### src/rtl/apb_regfile_slave_pkg.sv
// Shared types, widths and helpers for the APB register-file slave.
package apb_pkg;

   localparam int APB_ADDR_W = 8;
   localparam int IDX_W      = APB_ADDR_W - 2;

   typedef enum logic [1:0] {
      IDLE = 2'd0,
      WAIT = 2'd1,
      RESP = 2'd2
   } apb_state_e;

   typedef struct packed {
      logic [IDX_W-1:0] idx;
      logic             err;
      logic             is_ro;
   } decode_t;

   function automatic int strb_w(input int data_w);
      return data_w / 8;
   endfunction

endpackage

### src/rtl/apb_regfile_slave_if.sv
// APB v2.0 bus bundle (with pstrb/pslverr) shared by master and slave.
interface apb_if #(
   parameter int ADDR_W = 8,
   parameter int DATA_W = 32
);
   logic                  psel;
   logic                  penable;
   logic                  pwrite;
   logic [ADDR_W-1:0]     paddr;
   logic [DATA_W-1:0]     pwdata;
   logic [DATA_W/8-1:0]   pstrb;
   logic [DATA_W-1:0]     prdata;
   logic                  pready;
   logic                  pslverr;

   modport master (
      output psel, penable, pwrite, paddr, pwdata, pstrb,
      input  prdata, pready, pslverr
   );

   modport slave (
      input  psel, penable, pwrite, paddr, pwdata, pstrb,
      output prdata, pready, pslverr
   );
endinterface

### src/rtl/apb_regfile_slave_reg_bank.sv
// Register storage with byte-strobed writes, RO slots mapped to hw_status,
// a registered read port and one-hot write pulses.
module apb_reg_bank
   import apb_pkg::*;
#(
   parameter int DATA_W   = 32,
   parameter int NUM_REGS = 16
) (
   input  logic                         clk,
   input  logic                         rst_n,
   input  logic                         go,
   input  logic                         wr,
   input  decode_t                      dec,
   input  logic [DATA_W-1:0]            wdata,
   input  logic [strb_w(DATA_W)-1:0]    strb,
   input  logic [NUM_REGS*DATA_W-1:0]   hw_status,
   output logic [NUM_REGS*DATA_W-1:0]   reg_q,
   output logic [NUM_REGS-1:0]          wr_pulse,
   output logic [DATA_W-1:0]            rdata
);

   localparam int STRB_W = strb_w(DATA_W);

   logic [DATA_W-1:0] regs [NUM_REGS];
   logic [DATA_W-1:0] rd_val;

   // NOTE: every combinational output gets a default before the loop so no latch is inferred.
   always_comb begin
      rd_val = '0;
      for (int i = 0; i < NUM_REGS; i++) begin
         if (int'(dec.idx) == i)
            rd_val = dec.is_ro ? hw_status[i*DATA_W +: DATA_W] : regs[i];
      end
   end

   // NOTE: the storage array is reset because consumers of reg_q see it directly.
   always_ff @(posedge clk or negedge rst_n) begin
      if (!rst_n) begin
         for (int i = 0; i < NUM_REGS; i++) regs[i] <= '0;
         wr_pulse <= '0;
         rdata    <= '0;
      end else begin
         wr_pulse <= '0;
         rdata    <= '0;
         if (go && !dec.err) begin
            if (wr) begin
               for (int i = 0; i < NUM_REGS; i++) begin
                  if (int'(dec.idx) == i) begin
                     wr_pulse[i] <= 1'b1;
                     for (int k = 0; k < STRB_W; k++)
                        if (strb[k]) regs[i][k*8 +: 8] <= wdata[k*8 +: 8];
                  end
               end
            end else begin
               rdata <= rd_val;
            end
         end
      end
   end

   for (genvar g = 0; g < NUM_REGS; g++) begin : g_pack
      assign reg_q[g*DATA_W +: DATA_W] = regs[g];
   end

endmodule

### src/rtl/apb_regfile_slave.sv
// APB slave front end: address decode, IDLE/WAIT/RESP handshake FSM and
// wait-state counter around a parametrised register bank.
module apb_regfile_slave
   import apb_pkg::*;
#(
   parameter int                  ADDR_W      = APB_ADDR_W,
   parameter int                  DATA_W      = 32,
   parameter int                  NUM_REGS    = 16,
   parameter int                  WAIT_STATES = 0,
   parameter logic [NUM_REGS-1:0] RO_MASK     = '0
) (
   input  logic                       clk,
   input  logic                       rst_n,
   apb_if.slave                       bus,
   output logic [NUM_REGS*DATA_W-1:0] reg_q,
   output logic [NUM_REGS-1:0]        wr_pulse,
   input  logic [NUM_REGS*DATA_W-1:0] hw_status
);

   localparam logic [1:0] ST_IDLE  = IDLE;
   localparam logic [1:0] ST_WAIT  = WAIT;
   localparam logic [1:0] ST_RESP  = RESP;
   localparam logic [3:0] CNT_LOAD = (WAIT_STATES > 0) ? 4'(WAIT_STATES - 1) : 4'd0;

   logic [1:0]        state_q;
   logic [3:0]        cnt_q;
   logic [ADDR_W-3:0] addr_idx;
   decode_t           dec_d, dec_q, dec_cur;
   logic              wr_q, wr_cur;
   logic              start, go;
   logic              pready_q, pslverr_q;
   logic [DATA_W-1:0] prdata_q;

   always_comb begin
      addr_idx = bus.paddr[ADDR_W-1:2];
      dec_d    = '0;
      dec_d.idx = IDX_W'(addr_idx);
      for (int i = 0; i < NUM_REGS; i++)
         if (int'(addr_idx) == i) dec_d.is_ro = RO_MASK[i];
      dec_d.err = (bus.paddr[1:0] != 2'b00) || (int'(addr_idx) >= NUM_REGS) ||
                  (bus.pwrite && dec_d.is_ro);
   end

   // With no wait states the decode is consumed on the same edge it is latched.
   assign start   = (state_q == ST_IDLE) && bus.psel && bus.penable;
   assign go      = (start && (WAIT_STATES == 0)) ||
                    ((state_q == ST_WAIT) && bus.psel && (cnt_q == 4'd0));
   assign dec_cur = (state_q == ST_IDLE) ? dec_d : dec_q;
   assign wr_cur  = (state_q == ST_IDLE) ? bus.pwrite : wr_q;

   // NOTE: sequential state uses non-blocking assignments so every flop samples pre-edge values.
   always_ff @(posedge clk or negedge rst_n) begin
      if (!rst_n) begin
         state_q   <= ST_IDLE;
         cnt_q     <= '0;
         dec_q     <= '0;
         wr_q      <= 1'b0;
         pready_q  <= 1'b0;
         pslverr_q <= 1'b0;
      end else begin
         pready_q  <= go;
         pslverr_q <= go && dec_cur.err;
         case (state_q)
            ST_IDLE: if (start) begin
               dec_q <= dec_d;
               wr_q  <= bus.pwrite;
               if (WAIT_STATES > 0) begin
                  state_q <= ST_WAIT;
                  cnt_q   <= CNT_LOAD;
               end else begin
                  state_q <= ST_RESP;
               end
            end
            ST_WAIT: begin
               if (!bus.psel)            state_q <= ST_IDLE;
               else if (cnt_q == 4'd0)   state_q <= ST_RESP;
               else                      cnt_q   <= cnt_q - 4'd1;
            end
            ST_RESP: state_q <= ST_IDLE;
            default: state_q <= ST_IDLE;
         endcase
      end
   end

   apb_reg_bank #(
      .DATA_W   (DATA_W),
      .NUM_REGS (NUM_REGS)
   ) u_bank (
      .clk       (clk),
      .rst_n     (rst_n),
      .go        (go),
      .wr        (wr_cur),
      .dec       (dec_cur),
      .wdata     (bus.pwdata),
      .strb      (bus.pstrb),
      .hw_status (hw_status),
      .reg_q     (reg_q),
      .wr_pulse  (wr_pulse),
      .rdata     (prdata_q)
   );

   assign bus.pready  = pready_q;
   assign bus.pslverr = pslverr_q;
   assign bus.prdata  = prdata_q;

endmodule

### src/flat_wrapper.sv
// flat-port wrapper written by rule: the top's interface ports become plain ports
module apb_regfile_slave_flat import apb_pkg::*;
#(
   parameter int                  ADDR_W      = APB_ADDR_W,
   parameter int                  DATA_W      = 32,
   parameter int                  NUM_REGS    = 16,
   parameter int                  WAIT_STATES = 0,
   parameter logic [NUM_REGS-1:0] RO_MASK     = '0
)
  (clk, rst_n, reg_q, wr_pulse, hw_status, bus_psel, bus_penable, bus_pwrite, bus_paddr, bus_pwdata, bus_pstrb, bus_prdata, bus_pready, bus_pslverr);
  apb_if #(.ADDR_W(ADDR_W), .DATA_W(DATA_W)) bus_i ();
  input  logic clk;
  input  logic rst_n;
  output logic [NUM_REGS*DATA_W-1:0] reg_q;
  output logic [NUM_REGS-1:0] wr_pulse;
  input  logic [NUM_REGS*DATA_W-1:0] hw_status;
  input wire logic [$bits(bus_i.psel)-1:0] bus_psel;
  input wire logic [$bits(bus_i.penable)-1:0] bus_penable;
  input wire logic [$bits(bus_i.pwrite)-1:0] bus_pwrite;
  input wire logic [$bits(bus_i.paddr)-1:0] bus_paddr;
  input wire logic [$bits(bus_i.pwdata)-1:0] bus_pwdata;
  input wire logic [$bits(bus_i.pstrb)-1:0] bus_pstrb;
  output wire logic [$bits(bus_i.prdata)-1:0] bus_prdata;
  output wire logic [$bits(bus_i.pready)-1:0] bus_pready;
  output wire logic [$bits(bus_i.pslverr)-1:0] bus_pslverr;
  assign bus_i.psel = bus_psel;
  assign bus_i.penable = bus_penable;
  assign bus_i.pwrite = bus_pwrite;
  assign bus_i.paddr = bus_paddr;
  assign bus_i.pwdata = bus_pwdata;
  assign bus_i.pstrb = bus_pstrb;
  assign bus_prdata = bus_i.prdata;
  assign bus_pready = bus_i.pready;
  assign bus_pslverr = bus_i.pslverr;
  apb_regfile_slave #(.ADDR_W(ADDR_W), .DATA_W(DATA_W), .NUM_REGS(NUM_REGS), .WAIT_STATES(WAIT_STATES), .RO_MASK(RO_MASK)) u_core (.clk(clk), .rst_n(rst_n), .bus(bus_i), .reg_q(reg_q), .wr_pulse(wr_pulse), .hw_status(hw_status));
endmodule
### config.mk
export PLATFORM = sky130hd
export DESIGN_NAME = apb_regfile_slave_flat
export DESIGN_NICKNAME = d
export VERILOG_FILES = /design/src/rtl/apb_regfile_slave_pkg.sv /design/src/rtl/apb_regfile_slave_if.sv /design/src/rtl/apb_regfile_slave_reg_bank.sv /design/src/rtl/apb_regfile_slave.sv /design/src/flat_wrapper.sv
export SDC_FILE = /design/constraint.sdc
export NUM_CORES = 1
export LEC_CHECK = 0
export CORE_AREA = 2 2 437 439
export DETAILED_ROUTE_END_ITERATION = 7
export DIE_AREA = 0 0 439 441
export GPL_TIMING_DRIVEN = 0
export HOLD_SLACK_MARGIN = 0.03
export SYNTH_ARGS = -nofsm -noshare
export SYNTH_HDL_FRONTEND = slang
export SYNTH_HIERARCHICAL = 1
export SYNTH_SLANG_ARGS = --single-unit
export TNS_END_PERCENT = 5
### constraint.sdc
create_clock -name clk -period 2.53 [get_ports clk]
set_input_delay 0.759 -clock clk [delete_from_list [all_inputs] [get_ports clk]]
set_output_delay 0.759 -clock clk [all_outputs]
set_load 0.02 [all_outputs]
==> results of run 1 <==
[area by class of cell]
cell class | instances | area, um2 | share of cell area, %
antenna | 68 | 170.2 | 0.3247
buffer | 189 | 1460 | 2.786
clock buffer | 111 | 2332 | 4.451
sequential | 571 | 14290 | 27.27
clock inverter | 35 | 454.2 | 0.8667
timing repair buffer | 1264 | 12840 | 24.50
tap | 2511 | 3142 | 5.996
inverter | 3 | 11.26 | 0.02149
multi-input combinational | 1766 | 17710 | 33.79
[what timing repair did]
item                                     CTS  global route
endpoints found under the setup margin  1027          1029
cloned                                     0             2
buffers inserted                          64            67
endpoints found under the hold margin     56             0
hold buffers                               1             0
resized for setup                        377           243
pin swaps                                 54            70
[cells in the final DEF, fill, tap and decap left out, types with 26 or more instances in the layout]
master and n:
mux2i_1 263, clkdlybuf4s50_1 1115, buf_6 43, a221oi_1 27, nor2_1 30, mux2_2 757
nand2_4 35, o211ai_1 67, o21ai_0 92, buf_12 33, dfrtp_1 571, a221oi_2 27
a21oi_1 129, buf_2 36, clkbuf_16 90, buf_4 93, clkbuf_1 66, diode_2 68
a211oi_1 26
[metal layers]
metal / GRT usage, % / vias to the layer above / wire length (um)
met3: 8.938 / 532 / 26810
met2: 48.20 / 2152 / 141500
met4: 18.48 / 4 / 19930
met5: 0 / - / 28
li1: - / 12438 / -
met1: 35.83 / 16679 / 116900
[where the power goes]
part / internal (W) / switching (W) / total, W
registers: 0.00918 / 0.0000473 / 0.00923
clock network: 0.00728 / 0.00510 / 0.0124
logic: 0.00175 / 0.00260 / 0.00436
[through the flow]
step                power [W]  hold WS, ps
finish                0.02597        430.2
global route          0.02661        445.8
CTS                   0.02555        490.6
detailed placement    0.01284        492.3
global placement      0.01282        484.3
floorplan             0.01057        463.4
[sequential cells by signal, summed over array words and instances, names as in the netlist]
| signal | cells |
|---|---|
| u_core/bus.pready | 1 |
| u_core/bus.pslverr | 1 |
| u_core/wr_q | 1 |
| u_core/u_bank/wr_pulse | 16 |
| u_core/dec_q | 7 |
| u_core/state_q | 1 |
| u_core/u_bank/rdata | 32 |
| u_core/u_bank/reg_q | 512 |
[tightest hold or removal path: cells and delay by family]
family                 cells  cell delay, ps
AND/OR/NAND/NOR            2             140
buffers and inverters      1             200
[cell usage after synthesis (4+ instances only)]
cell	n
o21ai_0	126
o211ai_1	67
nand3_1	8
dfrtp_1	571
a222oi_1	11
nand2_2	11
a221oi_1	68
o21ai_1	10
a21oi_1	154
mux2_2	771
o221ai_1	9
buf_4	4
buf_1	15
mux2i_1	263
nand2_1	58
a22oi_1	12
buf_2	65
o22ai_1	17
a211oi_1	47
clkbuf_1	107
o32ai_1	13
mux2_4	6
o22a_1	6
nor2_1	44
or2_2	12
nor2_2	12
[kinds of logic (layout without fill, tap and decap cells)]
kind of cell              count (synthesis)  after routing  synth area share (%)
other                                     1             69               0.01209
xor gates and xnor gates                  1              1               0.02825
muxes                                  1040           1040                 36.78
and+or+nand+nor                         174            174                 2.869
DFF                                     571            571                 46.08
AOI/OAI and AO/OA                       550            550                 11.46
buffers and inverters                   197           1602                 2.768
[worst paths after layout]
| path | start | to | slack (ps) | depth (start not counted) |
|---|---|---|---|---|
| setup / recovery | u_core/state_q[1]$_DFFE_PN0P_ | u_core/u_bank/rdata[15]$_DFF_PN0_ | -970 | 11 |
| hold / removal | bus_paddr[7] | u_core/bus.pslverr$_DFF_PN0_ | 430 | 3 |
| setup reg to reg | u_core/state_q[1]$_DFFE_PN0P_ | u_core/u_bank/rdata[15]$_DFF_PN0_ | -970 | 11 |
| hold reg to reg | u_core/dec_q[1]$_DFFE_PN0P_ | u_core/dec_q[1]$_DFFE_PN0P_ | 530 | 2 |
| max in group asynchronous | rst_n | u_core/u_bank/reg_q[13]$_DFFE_PN0P_ | 410 | 4 |
| min in group asynchronous | rst_n | u_core/u_bank/reg_q[282]$_DFFE_PN0P_ | 600 | 2 |
==> results.ini, run 1 <==
[placement]
dp_slack_ps=-3679
portBuffers=1118
place_area_um2=45720
place_inst=6174
place_congestion=0.9902
place_hpwl_um=248700

[clock_tree]
root_buffer=clkbuf_16
cts_buffers=80
clk_pin_slew_ps=60
clock_path_buffers=3
cts_tree=yes
insertion_delay_ps=740
cts_sinks=571
htreeDepth=3

[timing]
grt_setup_unrepaired=yes
finalHoldViolations=0
fin_crit_sh_pct=138.4
max_freq_ghz=0.2855
period_minus_slack_ps=3502
setup_violations=842
drv_slew=0
max-slew-margin-rel_pct=5.072
fin_ws_ps=-972.4
final.setup_skew_ps=49.92
setup_tns_ps=-300440
tightest_slew_ps=1424

[detailed_routing]
drt_iter0_drc=3702
vias_per_cell=4.880
vias=31805
detail_route.wl_per_cell_um=46.82
final_antenna_net_count=0
drt_pass1_iterations=6
drt-total-wl_um=305200
drc=0

[setup_path]
worst_path_max_delay_cell=o211ai_1
worstPathCellList=buf_6, mux2_4, or4_4, nor2_4, buf_12, buf_4, buf_4, a221oi_2, o211ai_1, a211oi_1, nor2_1
path_common_cell=buf_4
cp.required_ps=3180
crit_family=compound AO/OA/AOI/OAI gates
cp-end-kind=register
critical_path.max_fanout=7
path_class=register to register
slowest_delay_ps=850
critPathArrivalTime_ps=4150
cp-start-kind=register
crit_buf_inv=4

[logic_synthesis]
synth_nets=3095
synth_top_area_share_pct=46.08
async_flop_share_pct=100.0
ys_warn_count=6
synth_area_um2=31010
synth.top_cells.by_area=dfrtp_1, mux2_2, mux2i_1
ys_seq_area_share_pct=46.08
yosysTopAreaCell=dfrtp_1
synth_cells=2534
synth.avg_cell_area_um2=12.24
synth_edf_count=0
synth-seq-cells=571
ys.flop_type=dfrtp_1
ys_types=54

[cells_and_area]
area.growth.synth_to_final_pct=69.00
n_fill_cell=19721
utilization_pct=27.70
stdcell_area_um2=52400
nNetsFinal=4436
fin_cells=6518
drive_above_1_share_pct=36.53

[floorplan]
dieArea_um2=193600
io_pins=1123
die_w_um=439
core.rowCount=160
core_um2=189200
initial_utilization_pct=16.39
die_y_um=441

[global_route]
track_usage_pct=30.28
grt_max_degree=100
grt_pass1_wl_um=370100
antenna_found_initial=90
grt_pass1_vias=31169
grt_overflow_total=0

[power]
power_density_nw_per_um2=495.5
peakVddDrop_mv=0.4836
power.leakage_nw=22.73

[status]
violations=setup timing
status=finished, violations left

[worst_hold_path]
hold_path.class=primary input to register

[flow_run]
drv_cap=0

Power figures use the tool's default switching activity.
==> inputs of run 2 (changes only) <==
--- a/config.mk
+++ b/config.mk
@@ -5,6 +5,7 @@
 export SDC_FILE = /design/constraint.sdc
 export NUM_CORES = 1
 export LEC_CHECK = 0
+export CAP_MARGIN = 20
 export CORE_AREA = 2 2 437 439
 export DETAILED_ROUTE_END_ITERATION = 7
 export DIE_AREA = 0 0 439 441
==> run 2 against run 1 <==
Against the previous run: the run still ends with setup timing left; clock power hardly changed; cell area increased by 0.61%; hold slack improved by 0.84 ps; critical path type unchanged; critical endpoint is now u_core/u_bank/rdata[5]$_DFF_PN0_; largest cell class unchanged; highest routed layer unchanged.
==> results.ini, run 2 (synthesis gave the netlist of run 1 again) <==
[setup_path]
r2r-start=u_core/state_q[1]$_DFFE_PN0P_
cp-startpoint=u_core/state_q[1]$_DFFE_PN0P_
cp.required_ps=3130
path_class=register to register
cp-end-kind=register
cp-start-kind=register
rr_worst_depth=10
critical_path.max_fanout=6
r2r-end=u_core/u_bank/rdata[5]$_DFF_PN0_
critPathArrivalTime_ps=4130
r2r_setup_slack_ps=-1000

[timing]
max-slew-margin-rel_pct=20.78
final.setup_skew_ps=50.31
drv_slew=0
period_minus_slack_ps=3525
fin_ws_ps=-995.4
max_freq_ghz=0.2837
grt_setup_unrepaired=yes
finalHoldViolations=0
fin_crit_sh_pct=139.3
tightest_slew_ps=1188
setup_violations=850

[power]
combPwrFrac_pct=16.7
peakVddDrop_mv=0.4469
power.total_w=0.02617
power.leakage_nw=22.80
p_clk_share_pct=48.0
power_density_nw_per_um2=496.3
intPower_w=0.01824
seqPwrFrac_pct=35.3
p_sw_w=0.007925
netSwitchingFraction_pct=30.29

[placement]
place_hpwl_um=249400
portBuffers=1118
place_congestion=0.9902
dp_slack_ps=-3171

[clock_tree]
cts_tree=yes
cts_buffers=79
htreeDepth=3
clock_path_buffers=3
root_buffer=clkbuf_16
insertion_delay_ps=750
clk_pin_slew_ps=60
cts_sinks=571

[cells_and_area]
n_fill_cell=19626
largest_reg_flops=512
layout_common_cells=clkdlybuf4s50_1, mux2_2, dfrtp_1
utilization_pct=27.87
nNetsFinal=4437
drive_above_1_share_pct=36.55
final_common_cell=clkdlybuf4s50_1
area.growth.synth_to_final_pct=70.04

[detailed_routing]
vias_per_cell=4.880
drt_iter0_drc=3251
drc=0
drt_pass1_iterations=6
final_antenna_net_count=0
detail_route.wl_per_cell_um=46.75
vias=31845
drt-total-wl_um=305100

[status]
violations=setup timing
status=finished, violations left

[global_route]
grt_pass1_wl_um=372400
grt_use_met3_pct=8.878
use_met1_pct=36.16
track_usage_pct=30.43
gr-usage-met2_pct=48.53
antenna_found_initial=90
busiest_layer=met2
grt_max_degree=100
grt_overflow_total=0
grt_pass1_vias=31478

[floorplan]
core_um2=189200
die_w_um=439
dieArea_um2=193600
io_pins=1123
die_y_um=441
initial_utilization_pct=16.39
core.rowCount=160

[worst_hold_path]
whs_path_depth=3
min_to=u_core/bus.pslverr$_DFF_PN0_
hold_path.class=primary input to register
min_from=bus_paddr[7]

[flow_run]
drv_cap=0

run 2: layout make-up:
| cell class | count | area (um2) | share of cell area [%] |
|---|---|---|---|
| inverters | 3 | 13.76 | 0.02611 |
| clock buffers | 105 | 2255 | 4.277 |
| diodes | 75 | 187.7 | 0.3560 |
| plain buffers | 188 | 1429 | 2.710 |
| clock inverters | 40 | 579.3 | 1.099 |
| well taps | 2511 | 3142 | 5.959 |
| multi-input cells | 1766 | 17800 | 33.76 |
| repair buffers | 1267 | 13030 | 24.71 |
| flip-flops and latches | 571 | 14290 | 27.10 |
run 2: worst max path at each step:
stage	slack [ps]	to	cells after the start
final	-1000	u_core/u_bank/rdata[5]$_DFF_PN0_	10
after global placement	-28640	u_core/u_bank/reg_q[79]$_DFFE_PN0P_	1
after floorplan	-340	u_core/u_bank/rdata[14]$_DFF_PN0_	9
after global routing	-950	u_core/u_bank/rdata[8]$_DFF_PN0_	10
after CTS	-910	u_core/u_bank/rdata[5]$_DFF_PN0_	11
after detailed placement	-3170	u_core/u_bank/rdata[17]$_DFF_PN0_	9
run 2: through the flow:
| stage | hold slack, ps | TNS (ps) | instance area (um2) | cells |
|---|---|---|---|---|
| 6_report | 431.0 | -264190 | 52720 | 6526 |
| 5_1_grt | 430.0 | -303100 | 52650 | 6499 |
| 4_1_cts | 515.2 | -311390 | 51620 | 6424 |
| 3_5_place_dp | 492.3 | -1193050 | 45970 | 6191 |
| 3_3_place_gp | 484.3 | - | 45450 | 6163 |
| 2_1_floorplan | 463.4 | -117550 | 31120 | 2534 |
run 2: what timing repair did:
item,in CTS,in global routing
gates cloned,1,1
gates resized for setup,464,165
pin swaps,55,56
setup endpoints to repair,1063,1021
buffers inserted,89,28
endpoints found under the hold margin,56,0
hold buffers,1,0
run 2: critical path: stages (launching register included):
cell      delay (ps)
dfrtp_1          370
buf_6            140
mux2_4           340
or4b_4           560
buf_12           160
nor2_4           200
buf_12           190
a221oi_4          80
o211ai_1         870
a211oi_1         200
nor2_1           280
run 2: metal layers:
layer / routed length [um] / share of wire (%)
met5: 74 / 0.024
met4: 20730 / 6.8
met3: 27230 / 8.9
met2: 140300 / 46
met1: 116700 / 38
run 2: power by group through the flow:
stage                     registers (W)  clock network, W  logic, W
final                           0.00923            0.0126   0.00437
after global routing            0.00923            0.0132   0.00444
after CTS                       0.00923            0.0129   0.00383
after detailed placement        0.00939                 0   0.00349
after global placement          0.00942                 0   0.00340
after floorplan                 0.00941                 0   0.00116
